<file path="config.mk">
export PLATFORM = sky130hd
export DESIGN_NAME = pipe_control
export DESIGN_NICKNAME = d
export VERILOG_FILES = /design/src/rtl/rv_ctrl_pkg.sv /design/src/rtl/ctrl_decode.sv /design/src/rtl/pipe_control.sv
export SDC_FILE = /design/constraint.sdc
export NUM_CORES = 1
export LEC_CHECK = 0
export BUFFER_PORTS_ARGS = -buffer_cell sky130_fd_sc_hd__buf_2
export CAP_MARGIN = 20
export CORE_UTILIZATION = 50
export CTS_BUF_LIST = sky130_fd_sc_hd__clkbuf_2
export DETAILED_ROUTE_END_ITERATION = 10
export MAX_ROUTING_LAYER = met4
export PLACE_DENSITY = 0.84
export SKIP_LAST_GASP = 1
export SLEW_MARGIN = 20
export SYNTH_ARGS = -nofsm -noshare
export SYNTH_HDL_FRONTEND = slang
export SYNTH_SLANG_ARGS = --single-unit
</file>
<file path="constraint.sdc">
create_clock -name clk_i -period 2.4 [get_ports clk_i]
set_clock_uncertainty 0.1 [all_clocks]
set_input_delay 0.24 -clock clk_i [delete_from_list [all_inputs] [get_ports clk_i]]
set_output_delay 0.24 -clock clk_i [all_outputs]
set_load 0.05 [all_outputs]
</file>
<file path="src/rtl/rv_ctrl_pkg.sv">
`default_nettype none
// ---------------------------------------------------------------------------
// rv_ctrl_pkg : opcode / ALU-class constants and the ID decode bundle
// Revision    : 1.0
// ---------------------------------------------------------------------------
package rv_ctrl_pkg;

    localparam logic [6:0] OP_R      = 7'b0110011;
    localparam logic [6:0] OP_IMM    = 7'b0010011;
    localparam logic [6:0] OP_LOAD   = 7'b0000011;
    localparam logic [6:0] OP_STORE  = 7'b0100011;
    localparam logic [6:0] OP_BRANCH = 7'b1100011;
    localparam logic [6:0] OP_JAL    = 7'b1101111;
    localparam logic [6:0] OP_JALR   = 7'b1100111;

    localparam logic [1:0] ALU_ADD = 2'b00;
    localparam logic [1:0] ALU_BR  = 2'b01;
    localparam logic [1:0] ALU_IMM = 2'b10;
    localparam logic [1:0] ALU_R   = 2'b11;

    typedef struct packed {
        logic [1:0] alu_control;
        logic       alu_2_src;
        logic       reg_write;
        logic       mem_read;
        logic       mem_write;
        logic       mem_to_reg;
        logic       is_branch;
        logic       is_jump;
        logic       illegal;
        logic       uses_rs1;
        logic       uses_rs2;
    } ctrl_bundle_t;

endpackage
`default_nettype wire

</file>
<file path="src/rtl/ctrl_decode.sv">
`default_nettype none
// ---------------------------------------------------------------------------
// ctrl_decode : combinational RV32I opcode -> control bundle
// Revision    : 1.0
// ---------------------------------------------------------------------------
module ctrl_decode
    import rv_ctrl_pkg::*;
#(
    parameter bit ENABLE_JUMP = 1'b0
) (
    input  logic [6:0]   opcode_i,
    output ctrl_bundle_t ctrl_o
);

    always_comb begin
        ctrl_o = '0;
        case (opcode_i)
            OP_R: begin
                ctrl_o.alu_control = ALU_R;
                ctrl_o.reg_write   = 1'b1;
                ctrl_o.uses_rs1    = 1'b1;
                ctrl_o.uses_rs2    = 1'b1;
            end
            OP_IMM: begin
                ctrl_o.alu_control = ALU_IMM;
                ctrl_o.alu_2_src   = 1'b1;
                ctrl_o.reg_write   = 1'b1;
                ctrl_o.uses_rs1    = 1'b1;
            end
            OP_LOAD: begin
                ctrl_o.alu_control = ALU_ADD;
                ctrl_o.alu_2_src   = 1'b1;
                ctrl_o.reg_write   = 1'b1;
                ctrl_o.mem_read    = 1'b1;
                ctrl_o.mem_to_reg  = 1'b1;
                ctrl_o.uses_rs1    = 1'b1;
            end
            OP_STORE: begin
                ctrl_o.alu_control = ALU_ADD;
                ctrl_o.alu_2_src   = 1'b1;
                ctrl_o.mem_write   = 1'b1;
                ctrl_o.uses_rs1    = 1'b1;
                ctrl_o.uses_rs2    = 1'b1;
            end
            OP_BRANCH: begin
                ctrl_o.alu_control = ALU_BR;
                ctrl_o.is_branch   = 1'b1;
                ctrl_o.uses_rs1    = 1'b1;
                ctrl_o.uses_rs2    = 1'b1;
            end
            OP_JAL, OP_JALR: begin
                if (ENABLE_JUMP) begin
                    ctrl_o.alu_control = ALU_ADD;
                    ctrl_o.alu_2_src   = 1'b1;
                    ctrl_o.reg_write   = 1'b1;
                    ctrl_o.is_jump     = 1'b1;
                    ctrl_o.uses_rs1    = (opcode_i == OP_JALR);
                end else begin
                    ctrl_o.illegal = 1'b1;
                end
            end
            default: ctrl_o.illegal = 1'b1;
        endcase
    end

endmodule
`default_nettype wire

</file>
<file path="src/rtl/pipe_control.sv">
`default_nettype none
// ---------------------------------------------------------------------------
// pipe_control : ID decode carried through ID/EX, EX/MEM, MEM/WB with hazards
// Revision     : 1.0
// ---------------------------------------------------------------------------
module pipe_control
    import rv_ctrl_pkg::*;
#(
    parameter int REG_AW      = 5,
    parameter bit ENABLE_JUMP = 1'b0
) (
    input  logic              clk_i,
    input  logic              rst_i,
    input  logic              hold_i,
    input  logic              flush_i,
    input  logic              id_valid_i,
    input  logic [6:0]        opcode_i,
    input  logic [REG_AW-1:0] rs1_i,
    input  logic [REG_AW-1:0] rs2_i,
    input  logic [REG_AW-1:0] rd_i,
    output logic              stall_o,
    output logic              ex_valid_o,
    output logic [1:0]        alu_control_o,
    output logic              alu_2_src_o,
    output logic              is_branch_o,
    output logic              is_jump_o,
    output logic              illegal_o,
    output logic [REG_AW-1:0] rd_ex_o,
    output logic              mem_read_o,
    output logic              mem_write_o,
    output logic [REG_AW-1:0] rd_mem_o,
    output logic              reg_write_mem_o,
    output logic              reg_write_o,
    output logic              mem_to_reg_o,
    output logic [REG_AW-1:0] rd_wb_o
);

    typedef struct packed {
        logic              valid;
        logic [1:0]        alu_control;
        logic              alu_2_src;
        logic              reg_write;
        logic              mem_read;
        logic              mem_write;
        logic              mem_to_reg;
        logic              is_branch;
        logic              is_jump;
        logic              illegal;
        logic [REG_AW-1:0] rd;
    } id_ex_t;

    typedef struct packed {
        logic              valid;
        logic              reg_write;
        logic              mem_read;
        logic              mem_write;
        logic              mem_to_reg;
        logic [REG_AW-1:0] rd;
    } ex_mem_t;

    typedef struct packed {
        logic              valid;
        logic              reg_write;
        logic              mem_to_reg;
        logic [REG_AW-1:0] rd;
    } mem_wb_t;

    ctrl_bundle_t dec;
    logic         load_use;
    id_ex_t       id_ex_d,  id_ex_q;
    ex_mem_t      ex_mem_d, ex_mem_q;
    mem_wb_t      mem_wb_d, mem_wb_q;

    ctrl_decode #(
        .ENABLE_JUMP (ENABLE_JUMP)
    ) u_decode (
        .opcode_i (opcode_i),
        .ctrl_o   (dec)
    );

    // x0 is never a real producer, so a load into rd=0 cannot cause a stall
    always_comb begin
        load_use = 1'b0;
        if (id_valid_i && id_ex_q.valid && id_ex_q.mem_read && (id_ex_q.rd != '0)) begin
            load_use = (dec.uses_rs1 && (rs1_i == id_ex_q.rd)) ||
                       (dec.uses_rs2 && (rs2_i == id_ex_q.rd));
        end
    end

    assign stall_o = load_use && !hold_i && !flush_i;

    always_comb begin
        id_ex_d  = id_ex_q;
        ex_mem_d = ex_mem_q;
        mem_wb_d = mem_wb_q;
        if (!hold_i) begin
            mem_wb_d.valid      = ex_mem_q.valid;
            mem_wb_d.reg_write  = ex_mem_q.reg_write;
            mem_wb_d.mem_to_reg = ex_mem_q.mem_to_reg;
            mem_wb_d.rd         = ex_mem_q.rd;

            ex_mem_d.valid      = id_ex_q.valid;
            ex_mem_d.reg_write  = id_ex_q.reg_write;
            ex_mem_d.mem_read   = id_ex_q.mem_read;
            ex_mem_d.mem_write  = id_ex_q.mem_write;
            ex_mem_d.mem_to_reg = id_ex_q.mem_to_reg;
            ex_mem_d.rd         = id_ex_q.rd;

            id_ex_d = '0;
            if (id_valid_i && !flush_i && !stall_o) begin
                id_ex_d.valid       = 1'b1;
                id_ex_d.alu_control = dec.alu_control;
                id_ex_d.alu_2_src   = dec.alu_2_src;
                id_ex_d.reg_write   = dec.reg_write && (rd_i != '0);
                id_ex_d.mem_read    = dec.mem_read;
                id_ex_d.mem_write   = dec.mem_write;
                id_ex_d.mem_to_reg  = dec.mem_to_reg;
                id_ex_d.is_branch   = dec.is_branch;
                id_ex_d.is_jump     = dec.is_jump;
                id_ex_d.illegal     = dec.illegal;
                id_ex_d.rd          = rd_i;
            end
        end
    end

    always_ff @(posedge clk_i or negedge rst_i) begin
        if (!rst_i) begin
            id_ex_q  <= '0;
            ex_mem_q <= '0;
            mem_wb_q <= '0;
        end else begin
            id_ex_q  <= id_ex_d;
            ex_mem_q <= ex_mem_d;
            mem_wb_q <= mem_wb_d;
        end
    end

    assign ex_valid_o      = id_ex_q.valid;
    assign alu_control_o   = id_ex_q.valid ? id_ex_q.alu_control : 2'b00;
    assign alu_2_src_o     = id_ex_q.valid & id_ex_q.alu_2_src;
    assign is_branch_o     = id_ex_q.valid & id_ex_q.is_branch;
    assign is_jump_o       = id_ex_q.valid & id_ex_q.is_jump;
    assign illegal_o       = id_ex_q.valid & id_ex_q.illegal;
    assign rd_ex_o         = {REG_AW{id_ex_q.valid}} & id_ex_q.rd;

    assign mem_read_o      = ex_mem_q.valid & ex_mem_q.mem_read;
    assign mem_write_o     = ex_mem_q.valid & ex_mem_q.mem_write;
    assign rd_mem_o        = {REG_AW{ex_mem_q.valid}} & ex_mem_q.rd;
    assign reg_write_mem_o = ex_mem_q.valid & ex_mem_q.reg_write;

    assign reg_write_o     = mem_wb_q.valid & mem_wb_q.reg_write;
    assign mem_to_reg_o    = mem_wb_q.valid & mem_wb_q.mem_to_reg;
    assign rd_wb_o         = {REG_AW{mem_wb_q.valid}} & mem_wb_q.rd;

endmodule
`default_nettype wire

</file>
# Word-level counts from Yosys, hierarchy flattened
# Cells that the tools add are included.
op_classes:
  n_reduce_logical: 20
  bitwise: 12
  n_eq_ne: 7
  mux: 12
ops:
  columns: ["operator", "count"]
  rows:
  - ["$mux W16", 1]
  - ["$and A5 B5 Y5", 3]
  - ["$eq A7 B6 Y1 const B", 2]
  - ["$eq A5 B5 Y1", 2]
  - ["$logic_and A1 B1 Y1", 10]
  - ["$reduce_bool A5 Y1", 2]
  - ["$and A1 B1 Y1", 9]
  - ["$mux W1", 9]
  - ["$reduce_or A3 Y1", 3]
  - ["$eq A7 B2 Y1 const B", 1]
  - ["$eq A7 B5 Y1 const B", 1]
  - ["$eq A7 B7 Y1 const B", 1]
  - ["$pmux W2 S3", 1]
  - ["$reduce_or A5 Y1", 1]
  - ["$logic_not A1 Y1", 3]
  - ["$mux W2", 1]
  - ["$logic_or A1 B1 Y1", 1]
totals:
  ff_bits: 34
  wordCells: 72
  inputBits: 27

# Depth between registers and ports, before layout
depth:
  ltp_word: 11
  ltp_mapped: 7
  mapped_depth_nobuf: 5

# Cells and area by module
# From an unflattened synthesis, not the netlist that was laid out.
hier_totals:
  cells_unflattened: 180
  area_unflattened_um2: 1941.9
by_module_without_submodules:
  columns: ["module", "seq_area_each_um2", "n_inst", "area_each_um2", "cells_each"]
  rows:
  - ["pipe_control", 850.8, 1, 1767.9, 160]
  - ["ctrl_decode", 0.0, 1, 173.9, 20]

# Least setup slack after synthesis
# OpenSTA, ideal clock, no wires.
synth_path:
  path_type: "register to output"
  start: "reg id_ex_q[3] (netlist bit)"
  end: "out stall_o"
  setup_slack_ns: 0.596
  arrival_ns: 1.464
  stages_incl_launch_ff: 6
  required_ns: 2.060
  n_path_buf: 1
  path_cell_list: "dfrtp_1 > xor2_1 > nor4_1 > a32oi_1 > nor3_4 > buf_6"
synth_via:
  elab_chain_cells: 6
  word_cells_on_any_way: 10
  cone_classes: "eq/ne: 2; mux: 1; reduce/logical: 7"
synth_rtl:
  columns: ["item", "line_no", "text"]
  rows:
  - ["start: declaration", "pipe_control.sv:70", "id_ex_t id_ex_d, id_ex_q;"]
  - ["start signal: assignment", "pipe_control.sv:132", "id_ex_q <= id_ex_d;"]
  - ["$eq A5 B5 Y1 (on tied branches)", "pipe_control.sv:85, pipe_control.sv:86", null]
  - ["$logic_and A1 B1 Y1 (on tied branches)", "pipe_control.sv:85, pipe_control.sv:86", null]
  - ["$logic_or A1 B1 Y1", "pipe_control.sv:85", "load_use = (dec.uses_rs1 && (rs1_i == id_ex_q.rd)) ||"]
  - ["$mux W1 *", "pipe_control.sv:84", "if (id_valid_i && id_ex_q.valid && id_ex_q.mem_read && (id_ex_q.rd != '0)) begin"]
  - ["$logic_and A1 B1 Y1 * (2 in a row)", "pipe_control.sv:90", "assign stall_o = load_use && !hold_i && !flush_i;"]
  - ["end: declaration", "pipe_control.sv:21", "output logic stall_o,"]
# Mark *: on every way between the ends. The rest lies on a longest branch, timed or not.

# Final worst setup path
# Ends and elaborated chain as after synthesis.

==> results.yml <==
finish:
  area.growth.synth_to_final_pct: 25.7
  finish.instance_area_mm2: 0.00202
  multi_input_area_um2: 795
  layout-drive-gt1-share_pct: 44.3
  layout.filler_cells: 264
  ff_latch_area_um2: 778
  nets: 238
  n_antenna_cell: 0
  final_util_pct: 66.1
sta:
  timing.fmax_ghz: 0.455
  tightest_slew_ns: 0.652
  holdWs_ns: 0.0720
  final_critical_path_setup_slack_ns: 0.201
  setup_viol: 0
  slew_violations: 0
  minimum_clock_period_after_layout_ns: 2.20
  report.final.hold_viol_count: 0
  max_slew_margin_pct: 56.5
  layout_worst_path_cycle_share_pct: 91.6
worst_setup_path:
  timing.critical_path.max_delay_family: "flip-flops"
  crit_chain: "xor2_1, nor4_2, a32oi_1, nor3_4, buf_4"
  crit_path_start_kind: "flip-flop"
  worst_path_max_delay_cell: "sky130_fd_sc_hd__dfrtp_2"
  critical_path_depth_in_cells: 5
  worst-path-max-fanout: 6
  rrSetupSlack_ns: 0.51
  critPathBufInv: 1
  critical_path_required_ns: 2.06
  worst_r2r_startpoint: "id_ex_q[1]"
  crit_arrival_ns: 1.86
  critical_path.max_stage_delay_ns: 0.48
  criticalPathCategory: "flip-flop to output pin"
  critical_path.reg2reg.endpoint: "id_ex_q[11]"
  end_kind: "output pin"
  worst_r2r_path_depth: 5
logic_synthesis:
  syn-mean-instance-area_um2: 10.8
  synthMostInstantiatedCell: "sky130_fd_sc_hd__dfrtp_1"
  netlist_instances: 149
  synth.top_cells.by_area: "sky130_fd_sc_hd__dfrtp_1 48%, sky130_fd_sc_hd__mux2_2 12%, sky130_fd_sc_hd__and2_1 10%, sky130_fd_sc_hd__o21ai_2 5.5%, sky130_fd_sc_hd__xor2_1 5.5%"
  synth_enable_flop_cells: 0
  yosysTopAreaCellShare_pct: 48.3
  syn_area_mm2: 0.00161
  yosys.area.top_type: "sky130_fd_sc_hd__dfrtp_1"
  synth.ff_latch_count: 31
  synth.cells.most_frequent: "31 x sky130_fd_sc_hd__dfrtp_1, 26 x sky130_fd_sc_hd__and2_1, 21 x sky130_fd_sc_hd__nand2_1, 17 x sky130_fd_sc_hd__mux2_2"
  synthesis.nets: 176
  ys_warn_count: 0
  yosysSeqAreaShare_pct: 48.3
  dominantRegCellSynth: "sky130_fd_sc_hd__dfrtp_1"
  postSynth.asyncResetShare_pct: 100
  synth.lib_cells_used.distinct: 29
routing:
  detailedRoute.firstIterationViolations: 31
  drcViolationCount: 0
  drt_pre_antenna_iters: 4
  detail-route-antenna-nets: 0
  route.vias.total: 1304
  finalWirelength_mm: 3.44
  wire_per_inst_um: 13.4
  routed_via_density: 5.09
floorplan:
  io-pin-count: 55
  design.core.area_mm2: 0.00305
  floorplan.die.width_um: 58.7
  design.die.area_mm2: 0.00344
  initial_util_pct: 52.6
  rows: 20
  dieHeight_um: 58.7
power:
  power-per-cell-area_mw_per_mm2: 488
  leakage_nw: 1.08
  ir_worst_vdd_mv: 0.329
cts:
  cts_tree: "built"
  clock_tree.htree_level_count: 2
  tritoncts.num_buffers: 5
  cts_buffer_depth: 2
  clock_latency_on_the_worst_skew_pair_ns: 0.35
  cts_root_buffer: "sky130_fd_sc_hd__clkbuf_2"
  worst_setup_hold_path_clk_slew_ns: 0.14
  cts_setup_buffers: 0
  tritoncts_num_sinks: 31
hold_path:
  instance_count_along_the_most_critical_hold_path: 2
  whs_endpoint: "id_ex_q[11]"
  hp-start: "opcode_i[6]"
  hold_wc_path_type: "input pin to flip-flop"
place:
  post_dp_cell_area_mm2: 0.00191
  preCtsSetupSlack_ns: 0.497
  routabilityCongestion: 0.981
  numPortBuffers: 53
  post-dp-hpwl_mm: 2.62
status:
  run_status: "finished clean"
run:
  total_of_max_cap_violations: 0
global_routing:
  grt_pass1_vias: 1319
  global_router_s_overall_resource_usage_pct: 24.1
  globalRoute.totalOverflow: 0
  first_pass_grt_wire_length_mm: 5.85
  maximum_number_of_pins_on_one_net_before_global_route_repair: 32
  antenna_found_initial: 0
## through the flow
| step | power, mW | std cells | setup TNS (ns) |
|---|---|---|---|
| after global routing | 1.05 | 256 | -0.00786 |
| after detailed placement | 0.753 | 242 | 0 |
| after CTS | 0.997 | 256 | 0 |
| after floorplan | 0.685 | 149 | 0 |
| final | 0.985 | 256 | 0 |
| after global placement | 0.744 | 242 | 0 |
## kinds of logic after synthesis
logic type             share of synthesized area, %
AND/OR/NAND/NOR                                21.3
XOR/XNOR                                       6.00
multiplexers                                   11.9
buffers and inverters                          2.65
AO/OA/AOI/OAI                                  9.66
flip-flops                                     48.3
other                                         0.233
## per-layer routing
metal	wire, um	up-vias	GRT usage [%]	part of all wire [%]
met5	0	-	-	0
met4	44	0	7.14	1.3
met3	239	7	6.37	6.9
met2	1660	58	39.9	48
met1	1500	603	29.0	44
li1	-	636	-	-
## power by group
| group | total (mW) | switching (mW) | leakage, nW | internal (mW) |
|---|---|---|---|---|
| logic | 0.171 | 0.101 | 0.632 | 0.0700 |
| clock network | 0.235 | 0.165 | 0.0281 | 0.0700 |
| registers | 0.579 | 0.0299 | 0.419 | 0.549 |
| total | 0.985 | 0.296 | 1.08 | 0.689 |
## what timing repair did
action                                  in CTS  in global routing
endpoints found under the hold margin       36                  0
endpoints found under the setup margin       0                  1
hold buffers                                 6                  0
resized for setup                            0                  5
## how the worst max path moves through the flow
stage,to,start,slack (ns)
floorplan,stall_o,id_ex_q[3],0.60
global placement,stall_o,id_ex_q[3],0.56
detailed placement,stall_o,id_ex_q[3],0.50
CTS,stall_o,id_ex_q[3],0.06
global route,stall_o,id_ex_q[3],-0.008
finish,stall_o,id_ex_q[3],0.20
## area by class of cell
cell class	count	share of cell area, %
Sequential cell	31	38.5
Tap cell	44	2.73
Clock inverter	2	0.372
Timing Repair Buffer	62	17.3
Inverter	1	0.186
Clock buffer	6	1.49
Multi-Input combinational cell	110	39.3
## sequential cells by signal (all words and copies together) (netlist names)
name        flops
ex_valid_o      1
id_ex_q        13
mem_wb_q        8
ex_mem_q        9
## cells in the final DEF (no fill, tap or decap), drive strengths merged
cell and n:
a21oi 2, xnor2 1, xor2 10, buf 56, mux2 17, inv 1, conb 1, nand2 21
nand4bb 1, nor2 3, and2 26, a32oi 1, dfrtp 31, nand2b 1, or4 3, o21ai 13
nand3 3, clkinv 2, or2 1, dlygate4sd3 6, nor4 1, o41ai 3, clkbuf 6, nor3 2
Power figures use the tool's default switching activity.
